==> src/rtl/cache_stats_pkg.sv <==
// Shared FSM/access-class types and default latency weights for cache_stats_monitor.
package cache_stats_pkg;

  typedef enum logic {IDLE, WAIT} state_t;

  typedef enum logic [1:0] {CLS_L1, CLS_L2, CLS_MISS} cls_t;

  localparam int DEF_L1_LAT  = 1;
  localparam int DEF_L2_LAT  = 10;
  localparam int DEF_MEM_LAT = 100;

  // Wide enough for RESP_DELAY up to 15.
  localparam int DLY_W = 4;

endpackage

==> src/rtl/seq_divider.sv <==
// Restoring shift-subtract unsigned divider: one quotient bit per cycle, start/done handshake.
module seq_divider #(
  parameter int W = 32
) (
  input  logic         clk,
  input  logic         rst,
  input  logic         start,
  input  logic [W-1:0] dividend,
  input  logic [W-1:0] divisor,
  output logic [W-1:0] quotient,
  output logic         done
);
  localparam int CW = $clog2(W + 1);

  logic [W-1:0]  rem;
  logic [W-1:0]  dsr;
  logic [CW-1:0] cnt;
  logic          busy;
  logic [W:0]    shifted;
  logic [W-1:0]  diff;

  // The quotient register doubles as the dividend shifter.
  always_comb begin
    shifted = {rem, quotient[W-1]};
    diff    = shifted[W-1:0] - dsr;
  end

  always_ff @(posedge clk) begin
    if (rst) begin
      rem      <= '0;
      dsr      <= '0;
      quotient <= '0;
      cnt      <= '0;
      busy     <= 1'b0;
      done     <= 1'b0;
    end else begin
      done <= 1'b0;
      if (start) begin
        rem      <= '0;
        dsr      <= divisor;
        quotient <= dividend;
        cnt      <= CW'(W);
        busy     <= 1'b1;
      end else if (busy) begin
        if (shifted >= {1'b0, dsr}) begin
          rem      <= diff;
          quotient <= {quotient[W-2:0], 1'b1};
        end else begin
          rem      <= shifted[W-1:0];
          quotient <= {quotient[W-2:0], 1'b0};
        end
        cnt <= cnt - CW'(1);
        if (cnt == CW'(1)) begin
          busy <= 1'b0;
          done <= 1'b1;
        end
      end
    end
  end

endmodule

==> src/rtl/cache_stats_monitor.sv <==
// Cache access classifier with saturating hit/miss counters and weighted latency sum.
// Define CACHE_STATS_AVG_EN to add the Q8.8 average-latency outputs (amat_q8/amat_valid).
module cache_stats_monitor
  import cache_stats_pkg::*;
#(
  parameter int CNT_W      = 16,
  parameter int SUM_W      = 24,
  parameter int L1_LAT     = DEF_L1_LAT,
  parameter int L2_LAT     = DEF_L2_LAT,
  parameter int MEM_LAT    = DEF_MEM_LAT,
  parameter int RESP_DELAY = 1
) (
  input  logic             clk,
  input  logic             rst,
  input  logic             read,
  input  logic             l1_hit,
  input  logic             l2_hit,
  input  logic             clear,
  output logic [CNT_W-1:0] access_count,
  output logic [CNT_W-1:0] l1_count,
  output logic [CNT_W-1:0] l2_count,
  output logic [CNT_W-1:0] miss_count,
  output logic [CNT_W-1:0] drop_count,
  output logic [SUM_W-1:0] latency_sum,
  output logic             sat,
  output logic             busy
`ifdef CACHE_STATS_AVG_EN
  ,
  output logic [15:0]      amat_q8,
  output logic             amat_valid
`endif
);
  localparam logic [DLY_W-1:0] RELOAD = DLY_W'(RESP_DELAY - 1);

  state_t           state;
  logic [DLY_W-1:0] delay_cnt;
  logic             sample;
  cls_t             cls;
  logic [SUM_W:0]   lat_add;
  logic [SUM_W:0]   sum_next;
  logic             class_full;
  logic             sum_ovf;

  function automatic logic [CNT_W-1:0] sat_inc(input logic [CNT_W-1:0] v);
    return (v == '1) ? v : v + CNT_W'(1);
  endfunction

  assign sample = (state == WAIT) && (delay_cnt == '0);

  // Classification priority: L1, then L2, then memory.
  always_comb begin
    // NOTE: every output gets a default first so no path can infer a latch.
    cls        = CLS_MISS;
    lat_add    = (SUM_W+1)'(MEM_LAT);
    class_full = (miss_count == '1);
    if (l1_hit) begin
      cls        = CLS_L1;
      lat_add    = (SUM_W+1)'(L1_LAT);
      class_full = (l1_count == '1);
    end else if (l2_hit) begin
      cls        = CLS_L2;
      lat_add    = (SUM_W+1)'(L2_LAT);
      class_full = (l2_count == '1);
    end
    sum_next = {1'b0, latency_sum} + lat_add;
    sum_ovf  = sum_next[SUM_W];
  end

  // clear behaves like reset for the statistics and aborts any outstanding request.
  always_ff @(posedge clk) begin
    if (rst || clear) begin
      // NOTE: sequential state uses non-blocking assignments only.
      state        <= IDLE;
      delay_cnt    <= '0;
      busy         <= 1'b0;
      access_count <= '0;
      l1_count     <= '0;
      l2_count     <= '0;
      miss_count   <= '0;
      drop_count   <= '0;
      latency_sum  <= '0;
      sat          <= 1'b0;
    end else begin
      case (state)
        IDLE: begin
          if (read) begin
            state     <= WAIT;
            delay_cnt <= RELOAD;
            busy      <= 1'b1;
          end
        end
        WAIT: begin
          if (sample) begin
            access_count <= sat_inc(access_count);
            case (cls)
              CLS_L1:  l1_count   <= sat_inc(l1_count);
              CLS_L2:  l2_count   <= sat_inc(l2_count);
              default: miss_count <= sat_inc(miss_count);
            endcase
            latency_sum <= sum_ovf ? '1 : sum_next[SUM_W-1:0];
            if ((access_count == '1) || class_full || sum_ovf) sat <= 1'b1;
            // A read on the sample cycle is accepted back-to-back.
            if (read) begin
              delay_cnt <= RELOAD;
            end else begin
              state <= IDLE;
              busy  <= 1'b0;
            end
          end else begin
            delay_cnt <= delay_cnt - DLY_W'(1);
            if (read) begin
              drop_count <= sat_inc(drop_count);
              if (drop_count == '1) sat <= 1'b1;
            end
          end
        end
        default: state <= IDLE;
      endcase
    end
  end

`ifdef CACHE_STATS_AVG_EN
  localparam int DW = SUM_W + 8;

  logic          upd_q;
  logic          div_start;
  logic          div_done;
  logic          div_run;
  logic          div_pend;
  logic          div_zero;
  logic [DW-1:0] div_q;

  // upd_q marks the cycle in which freshly updated counters are visible.
  always_ff @(posedge clk) begin
    if (rst || clear) upd_q <= 1'b0;
    else              upd_q <= sample;
  end

  assign div_start = !clear && (upd_q || div_pend) && (!div_run || div_done);

  seq_divider #(.W(DW)) u_div (
    .clk      (clk),
    .rst      (rst || clear),
    .start    (div_start),
    .dividend ({latency_sum, 8'h00}),
    .divisor  (DW'(access_count)),
    .quotient (div_q),
    .done     (div_done)
  );

  // Updates landing mid-divide collapse into a single follow-up divide.
  always_ff @(posedge clk) begin
    if (rst || clear) begin
      div_run    <= 1'b0;
      div_pend   <= 1'b0;
      div_zero   <= 1'b0;
      amat_q8    <= '0;
      amat_valid <= 1'b0;
    end else if (div_start) begin
      div_run    <= 1'b1;
      div_pend   <= 1'b0;
      div_zero   <= (access_count == '0);
      amat_valid <= 1'b0;
    end else begin
      if (upd_q) div_pend <= 1'b1;
      if (div_done) begin
        div_run    <= 1'b0;
        amat_valid <= 1'b1;
        if (div_zero)                  amat_q8 <= '0;
        else if (div_q > DW'(16'hFFFF)) amat_q8 <= 16'hFFFF;
        else                           amat_q8 <= div_q[15:0];
      end
    end
  end
`endif

endmodule

==> config.mk <==
export PLATFORM = sky130hd
export DESIGN_NAME = cache_stats_monitor
export DESIGN_NICKNAME = d
export VERILOG_FILES = /design/src/rtl/cache_stats_pkg.sv /design/src/rtl/seq_divider.sv /design/src/rtl/cache_stats_monitor.sv
export SDC_FILE = /design/constraint.sdc
export NUM_CORES = 1
export LEC_CHECK = 0
export ABC_AREA = 1
export CAP_MARGIN = 25
export CORE_ASPECT_RATIO = 0.8
export CORE_UTILIZATION = 60
export CTS_BUF_LIST = sky130_fd_sc_hd__clkbuf_4 sky130_fd_sc_hd__clkbuf_8
export CTS_CLUSTER_SIZE = 20
export DETAILED_ROUTE_END_ITERATION = 8
export DONT_BUFFER_PORTS = 1
export PLACE_DENSITY = 0.79
export SYNTH_ARGS = -nofsm -noshare
export SYNTH_HDL_FRONTEND = slang
export SYNTH_SLANG_ARGS = --single-unit
==> constraint.sdc <==
create_clock -name clk -period 1.7 [get_ports clk]
set_input_delay 0.34 -clock clk [delete_from_list [all_inputs] [get_ports clk]]
set_output_delay 0.34 -clock clk [all_outputs]
set_load 0.1 [all_outputs]
==> flow_metrics.env, run 1 <==
export IMPL_outcome="aborted with a tool error"
export IMPL_haltStage="global routing"
export IMPL_firstError="[ERROR GRT-0232] Routing congestion too high. Check the congestion heatmap in the GUI."
export IMPL_synth_xor_area_share_pct=4.24
export IMPL_htree_levels=3
export IMPL_die_x_um=116
export IMPL_synth_top_family_by_area="simple AND/OR/NAND/NOR gates"
export IMPL_clock_sinks=111
export IMPL_ys_types=39
export IMPL_syn_area_mm2=0.00620
export IMPL_seq_area_frac_synth_pct=35.8
export IMPL_place_congestion=0.922
export IMPL_synth_mux_area_share_pct=0
export IMPL_postSynthAreaPerCell_um2=6.55
export IMPL_hpwl_um=13200
export IMPL_initial_utilization_pct=62.9
export IMPL_groute_usage_overall_pct=75.3
export IMPL_synth_adder_area_share_pct=1.82
export IMPL_worst_endpoint_pin_kind="register data pin"
export IMPL_antenna_found_initial=1
export IMPL_dp_slack_ps=-246
export IMPL_synthSimpleGateAreaFrac_pct=37.2
export IMPL_ctsRootBufferMaster="clkbuf_8"
export IMPL_crit_endpoint="latency_sum[11]$_SDFFE_PP0P_/D"
export IMPL_synth_compound_area_share_pct=11.6
export IMPL_clockBufferDepth=2
export IMPL_grt_max_degree=47
export IMPL_io_buffers=0
export IMPL_synth_seq_cells=111
export IMPL_dpl_cell_count=1225
export IMPL_ctsHoldBuffers=0
export IMPL_dieHeight_um=92.9
export IMPL_boundaryPins=112
export IMPL_ys_warnings_count=0
export IMPL_cts_buffers=9
export IMPL_rows=32
export IMPL_postSynthCellCount=947
export IMPL_syn_num_nets=962
export IMPL_gr_total_overflow=92
-- stage by stage --
| step | util (%) | cell area [um2] | hold WS [ps] |
|---|---|---|---|
| CTS | 86.6 | 8530 | 125 |
| detailed placement | 81.2 | 8000 | 464 |
| global placement | 81.2 | 8000 | 439 |
| floorplan | - | 6700 | 439 |
-- synth_stat cells --
library cell | count | area (um2)
a21oi_1 | 76 | 380
a31oi_1 | 3 | 18.8
and3_1 | 5 | 31.3
buf_1 | 1 | 3.75
buf_2 | 4 | 20.0
buf_4 | 1 | 7.51
buf_6 | 5 | 56.3
clkbuf_1 | 12 | 45.0
clkinv_1 | 1 | 3.75
dfxtp_1 | 111 | 2220
ha_1 | 9 | 113
inv_1 | 107 | 402
inv_2 | 6 | 22.5
inv_4 | 2 | 12.5
nand2_1 | 232 | 871
nand2_2 | 2 | 12.5
nand2_4 | 3 | 33.8
nand3_1 | 80 | 400
nand3_2 | 1 | 10.0
nand3b_1 | 3 | 22.5
nand4_1 | 35 | 219
nand4_4 | 1 | 21.3
nor2_1 | 118 | 443
nor2_2 | 4 | 25.0
nor2_4 | 1 | 11.3
nor3_1 | 21 | 105
nor3_2 | 1 | 10.0
nor3b_1 | 4 | 30.0
nor4_1 | 9 | 56.3
o211ai_1 | 1 | 7.51
o21a_1 | 3 | 22.5
o21ai_0 | 49 | 245
o21ai_2 | 2 | 17.5
o21bai_1 | 1 | 7.51
o21bai_2 | 1 | 11.3
o221ai_1 | 1 | 8.76
or2_1 | 1 | 6.26
xnor2_1 | 11 | 96.3
xor2_1 | 19 | 166
-- repair_timing --
action,CTS
cloned,4
gates resized for setup,46
endpoints found under the setup margin,50
buffers inserted,14
pin swaps,14
-- layer usage --
layer  overflow  GRT usage, %
met5          0          4.10
met4         36          85.3
met3          0          54.9
met2         54          95.1
met1          2          73.7
-- logic make-up after synthesis --
| kind of cell | count (synthesis) |
|---|---|
| compound gates | 137 |
| xor+xnor | 30 |
| fa+ha+maj | 9 |
| buf+inv | 139 |
| flops | 111 |
| simple gates | 521 |
==> run 2: changes to the inputs <==
- CORE_ASPECT_RATIO: 0.8 -> default
- CORE_UTILIZATION: 60 -> 40
- CTS_BUF_LIST: sky130_fd_sc_hd__clkbuf_4 sky130_fd_sc_hd__clkbuf_8 -> default
- CTS_CLUSTER_SIZE: 20 -> default
- PLACE_DENSITY: 0.79 -> default
- PLACE_DENSITY_LB_ADDON: default -> 0.15
- clock period: 1.7 -> 2.2 ns (I/O delays scaled with it)
==> run 2 against run 1 <==
  * The flow now finishes without violations
  * Synthesized cell count did not move
  * Synthesized area unchanged
==> flow_metrics.env, run 2 <==
export IMPL_outcome="finished clean"
export IMPL_critPathMaxStageDelay_ps=310
export IMPL_hpwl_um=11900
export IMPL_ctsHoldBuffers=0
export IMPL_largest_reg_flops=24
export IMPL_gr_total_overflow=0
export IMPL_ctsRootBufferMaster="clkbuf_16"
export IMPL_crit_cells=11
export IMPL_pwr_share_clk_pct=39.6
export IMPL_layout_commonest_cell="nand2_1"
export IMPL_place_congestion=0.829
export IMPL_route_detailed_drc=0
export IMPL_ys_async_sr_fraction_pct=0
export IMPL_reg2regPathDepth=11
export IMPL_swShare_pct=23.9
export IMPL_cts_buffers=9
export IMPL_clockBufferDepth=2
export IMPL_cp_end_kind="flip-flop"
export IMPL_grt_max_degree=38
export IMPL_dieArea_mm2=0.0160
export IMPL_r2r_start="delay_cnt[0]"
export IMPL_min_path_type="in2reg"
export IMPL_postSynthAreaPerCell_um2=6.55
export IMPL_cts_clk_slew_worst_paths_ps=70
export IMPL_netlist_top_cells_count="nand2_1 (232), nor2_1 (118), dfxtp_1 (111)"
export IMPL_path_cells="inv_1 -> ha_1 -> nand3_1 -> nor2_4 -> nand2_1 -> o21bai_2 -> inv_2 -> nand3_1 -> nor3_1 -> nor2_1 -> nor2_1"
export IMPL_largest_register="latency_sum"
export IMPL_antenna_found_initial=0
export IMPL_internal_power_mw=2.82
export IMPL_htree_levels=3
export IMPL_drv_cap=0
export IMPL_dr_pass1_iters=7
export IMPL_worst_pin_slew_ps=648
export IMPL_final_cell_mix="nand2_1 (232), buf_4 (118), nor2_1 (117)"
export IMPL_postSynthCellCount=947
export IMPL_min_from="read"
export IMPL_yosysTopAreaCell="dfxtp_1"
export IMPL_cp_data_required_time_ps=2480
export IMPL_syn_to_final_growth_pct=21.2
export IMPL_synth_top_area_share_pct=35.8
export IMPL_wl_per_cell_um=13.0
export IMPL_coreArea_mm2=0.0151
export IMPL_synth_edf_count=0
export IMPL_finalHoldViolCount=0
export IMPL_p_leak_nw=2.98
export IMPL_wirelength_um=16200
export IMPL_crit_type="reg2reg"
export IMPL_r2r_end="l2_count[14]"
export IMPL_relSlewSlack_pct=56.5
export IMPL_pwr_share_seq_pct=54.6
export IMPL_clock_sinks=111
export IMPL_p_per_area_mw_per_mm2=494
export IMPL_synth_seq_cells=111
export IMPL_io_buffers=0
export IMPL_cp_slowest_cell="dfxtp_1"
export IMPL_cts_tree="yes"
export IMPL_p_switching_uw=888
export IMPL_post_drt_via_cell_ratio=5.04
export IMPL_grt_pass1_vias=5726
export IMPL_initial_utilization_pct=40.9
export IMPL_ant_nets=0
export IMPL_antenna_cells=0
export IMPL_cp_top_family="simple AND/OR/NAND/NOR gates"
export IMPL_syn_area_mm2=0.00620
export IMPL_synth_area_leaders="dfxtp_1 (36%), nand2_1 (14%), nor2_1 (7.1%)"
export IMPL_rsz0062_at_grt="false"
export IMPL_power_mw=3.71
export IMPL_die_x_um=126
export IMPL_grt_pass1_wl_um=27600
export IMPL_synth_most_common_cell="nand2_1"
export IMPL_fin_nets=1069
export IMPL_whs_endpoint="busy"
export IMPL_holdPathStages=2
export IMPL_fmax_mhz=529
export IMPL_rows=45
export IMPL_num_vias=6273
export IMPL_pwr_share_comb_pct=5.8
export IMPL_critPathArrivalTime_ps=2180
export IMPL_fin_setup_tns_ps=0
export IMPL_ys_warnings_count=0
export IMPL_syn_num_nets=962
export IMPL_ys_types=39
export IMPL_finalSetupViolCount=0
export IMPL_final_period_utilization_pct=86.0
export IMPL_dieHeight_um=126
export IMPL_drive_gt1_share_pct=18.4
export IMPL_regToRegSetupSlack_ps=310
export IMPL_crit_fanout=15
export IMPL_seq_area_frac_synth_pct=35.8
export IMPL_groute_usage_overall_pct=21.1
export IMPL_period_needed_ps=1890
export IMPL_maxSlewViolCount=0
export IMPL_synth_flop_cell="dfxtp_1"
export IMPL_setup_worst_path_start_class="flip-flop"
export IMPL_max_vdd_ir_drop_uv=308
export IMPL_boundaryPins=112
export IMPL_clk_latency_ps=350
export IMPL_crit_buf_inv=2
export IMPL_clock_skew_final_ps=5.07
export IMPL_drt_iter0_markers=399
[run 2: cell counts after synthesis]
No cell type changed its count.
[run 2: kinds of logic (layout without fill, tap and decap cells)]
kind of cell	after synthesis	after routing	synth area share, %
compound gates	137	137	11.6
xor+xnor	30	30	4.24
fa+ha+maj	9	9	1.82
buf+inv	139	249	9.24
flops	111	111	35.8
simple gates	521	521	37.2
[run 2: how the worst max path moves through the flow]
stage / from / to / slack (ps)
global placement: l1_hit / latency_sum[12] / 150
finish: delay_cnt[0] / l2_count[14] / 310
detailed placement: l1_hit / latency_sum[20] / 100
CTS: latency_sum[1] / latency_sum[20] / 290
global route: l2_count[1] / sat / 50
floorplan: latency_sum[10] / latency_sum[23] / 2
[run 2: power groups by stage]
stage / Sequential (mW) / Clock, mW / Combinational [mW]
finish: 2.02 / 1.47 / 0.216
global route: 2.02 / 1.60 / 0.242
CTS: 2.02 / 1.54 / 0.219
detailed placement: 2.07 / 0 / 0.219
global placement: 2.07 / 0 / 0.218
floorplan: 2.12 / 0 / 0.121
[run 2: final cells by class]
cell class	instances	area, um2
fillers	1587	7630
repair buffers	119	906
multi-input cells	697	3410
clock inverters	2	10.0
well taps	188	235
flip-flops and latches	111	2270
inverters	116	440
clock buffers	12	236
[run 2: worst reg2reg max path, cell delays in order (launching register included)]
cell	delay, ps
dfxtp_1	310
inv_1	110
ha_1	160
nand3_1	110
nor2_4	180
nand2_1	100
o21bai_2	210
inv_2	220
nand3_1	150
nor3_1	160
nor2_1	50
nor2_1	80
[run 2: metrics by stage]
| step | setup slack, ps | hold WS (ps) | util (%) | cells | area, um2 |
|---|---|---|---|---|---|
| finish | 308 | 265 | 49.6 | 1245 | 7510 |
| global route | 53.4 | 264 | 49.6 | 1245 | 7510 |
| CTS | 286 | 244 | 49.5 | 1244 | 7490 |
| detailed placement | 104 | 456 | 47.8 | 1230 | 7240 |
| global placement | 149 | 449 | 47.8 | 1230 | 7240 |
| floorplan | 2.38 | 439 | - | 947 | 6250 |
[run 2: per-layer routing]
metal	up-vias	global-route usage [%]	share of wire [%]
met3	15	3.54	5.3
met5	-	0	0
met2	145	33.5	44
met4	0	7.94	1.4
met1	2799	28.8	49
li1	3314	-	-
[run 2: what timing repair did]
item | in CTS | in global routing
buffers inserted | 0 | 1
setup endpoints to repair | 0 | 1
gates resized for setup | 0 | 0
No activity file was read; power rests on OpenSTA's default activity.
==> run 3: changes to the inputs <==
- CELL_PAD_IN_SITES_DETAIL_PLACEMENT: default -> 1
- CELL_PAD_IN_SITES_GLOBAL_PLACEMENT: default -> 1
- CORE_ASPECT_RATIO: default -> 0.7
- SLEW_MARGIN: default -> 10
==> run 3 against run 2 <==
  * Combinational power rose by 7%
  * Die area barely moved
  * Critical endpoint is now access_count[13]
  * Global-route usage rose by 4.3 points
  * Final area rose by 1.2%
  * Total power rose by 6.6%
  * Routed wire length rose by 22%
  * Final cell count rose by 0.72%
  * Critical path type unchanged
  * Sequential power barely moved
==> flow_metrics.env, run 3 (same netlist as run 2, synthesis figures left out) <==
export IMPL_io_buffers=0
export IMPL_cp_top_family="simple AND/OR/NAND/NOR gates"
export IMPL_min_path_type="in2reg"
export IMPL_fin_setup_tns_ps=0
export IMPL_route_detailed_drc=0
export IMPL_grt_pass1_wl_um=32700
export IMPL_whs_ps=265
export IMPL_drive_gt1_share_pct=18.9
export IMPL_cp_slowest_cell="dfxtp_1"
export IMPL_p_leak_nw=3.01
export IMPL_ctsRootBufferMaster="clkbuf_16"
export IMPL_rsz0062_at_grt="false"
export IMPL_path_cells="inv_1 -> ha_1 -> nand3_1 -> nor2_4 -> nand3_2 -> inv_4 -> nand3b_1 -> o21ai_0 -> a21oi_1"
export IMPL_initial_utilization_pct=41.6
export IMPL_relSlewSlack_pct=73.1
export IMPL_dr_pass1_iters=4
export IMPL_largest_reg_flops=24
export IMPL_critPathArrivalTime_ps=2250
export IMPL_grt_pass1_vias=6512
export IMPL_clock_sinks=111
export IMPL_period_needed_ps=2030
export IMPL_crit_type="reg2reg"
export IMPL_largest_register="latency_sum"
export IMPL_htree_levels=3
export IMPL_finalSetupViolCount=0
export IMPL_maxSlewViolCount=0
export IMPL_grt_busiest_layer="met2"
export IMPL_cp_data_required_time_ps=2430
export IMPL_final_cell_mix="nand2_1 (232), buf_4 (118), nor2_1 (117)"
export IMPL_antenna_cells=0
export IMPL_groute_usage_overall_pct=25.4
export IMPL_max_vdd_ir_drop_uv=341
export IMPL_met2_usage_pct=39.6
export IMPL_outcome="finished clean"
export IMPL_critPathMaxStageDelay_ps=310
export IMPL_ctsHoldBuffers=0
export IMPL_final_period_utilization_pct=92.1
export IMPL_wl_per_cell_um=15.7
export IMPL_post_drt_via_cell_ratio=5.25
export IMPL_worst_pin_slew_ps=401
export IMPL_crit_buf_inv=2
export IMPL_fmax_mhz=494
export IMPL_die_x_um=151
export IMPL_crit_fanout=19
export IMPL_fill_cells=2021
export IMPL_drv_cap=0
export IMPL_setup_worst_path_start_class="flip-flop"
export IMPL_coreArea_mm2=0.0149
export IMPL_dieHeight_um=106
export IMPL_antenna_found_initial=0
export IMPL_finalHoldViolCount=0
export IMPL_cp_end_kind="flip-flop"
export IMPL_layout_commonest_cell="nand2_1"
export IMPL_grt_max_degree=68
export IMPL_grtUsageMet3_pct=5.19
export IMPL_rows=37
export IMPL_cts_tree="yes"
export IMPL_ant_nets=0
export IMPL_grt_util_met1_pct=36.0
export IMPL_wirelength_um=19700
export IMPL_power_mw=3.96
export IMPL_fin_nets=1070
export IMPL_clk_latency_ps=350
export IMPL_clock_skew_final_ps=11.9
export IMPL_p_per_area_mw_per_mm2=520
export IMPL_num_vias=6579
export IMPL_hpwl_um=14700
export IMPL_syn_to_final_growth_pct=22.6
export IMPL_clockBufferDepth=2
export IMPL_dieArea_mm2=0.0160
export IMPL_drt_iter0_markers=299
export IMPL_gr_total_overflow=0
export IMPL_cts_buffers=9
export IMPL_cts_clk_slew_worst_paths_ps=80
export IMPL_place_congestion=0.817
export IMPL_boundaryPins=112
==> run 3: report_power, final <==
group          switching, mW  internal, mW
Combinational          0.178        0.0532
Sequential           0.00812          2.02
Clock                  0.784         0.917
==> run 3: area by class of cell <==
| cell class | count | area, um2 | share of cell area (%) |
|---|---|---|---|
| multi-input cells | 697 | 3420 | 44.9 |
| flip-flops and latches | 111 | 2270 | 29.9 |
| repair buffers | 120 | 926 | 12.2 |
| inverters | 116 | 445 | 5.86 |
| well taps | 195 | 244 | 3.21 |
| clock buffers | 11 | 243 | 3.19 |
| clock inverters | 4 | 55.1 | 0.724 |
==> run 3: repair_timing <==
action / 4_1_cts / 5_1_grt
setup buffers: 0 / 0
endpoints found under the hold margin: 0 / 0
resized for setup: 0 / 4
setup endpoints to repair: 0 / 5
==> run 3: worst paths after layout <==
check / cells after the start / from / slack, ps / to
max: 9 / delay_cnt[0] / 170 / access_count[13]
min: 2 / read / 270 / busy
max reg2reg: 9 / delay_cnt[0] / 170 / access_count[13]
min reg2reg: 2 / delay_cnt[1] / 480 / delay_cnt[1]
==> run 3: worst register-to-register path: cells and delay by family (launching register included) <==
family | cells | cell delay (ps)
adder cells (fa/ha/maj) | 1 | 160
buffers and inverters | 2 | 360
flip-flops | 1 | 310
AND/OR/NAND/NOR | 4 | 730
AO/OA/AOI/OAI | 2 | 340
==> run 3: stage by stage <==
step	util, %	cells	setup WS [ps]	cell area, um2
after floorplan	-	947	2.38	6250
after global placement	48.9	1239	192	7290
after detailed placement	48.9	1239	71.2	7290
after CTS	50.9	1254	133	7590
after global routing	51.0	1254	1.99	7600
final	51.0	1254	174	7600
==> run 3: per-layer routing <==
| metal | up-vias | routed length, um |
|---|---|---|
| met5 | - | 0 |
| met4 | 0 | 152 |
| met3 | 14 | 881 |
| met2 | 102 | 8660 |
| met1 | 3153 | 10000 |
| li1 | 3310 | - |
==> run 4: changes to the inputs <==
- CAP_MARGIN: 25 -> 40
==> results of run 4 <==
No change in the layout: final DEF, timing and power equal those of run 3.
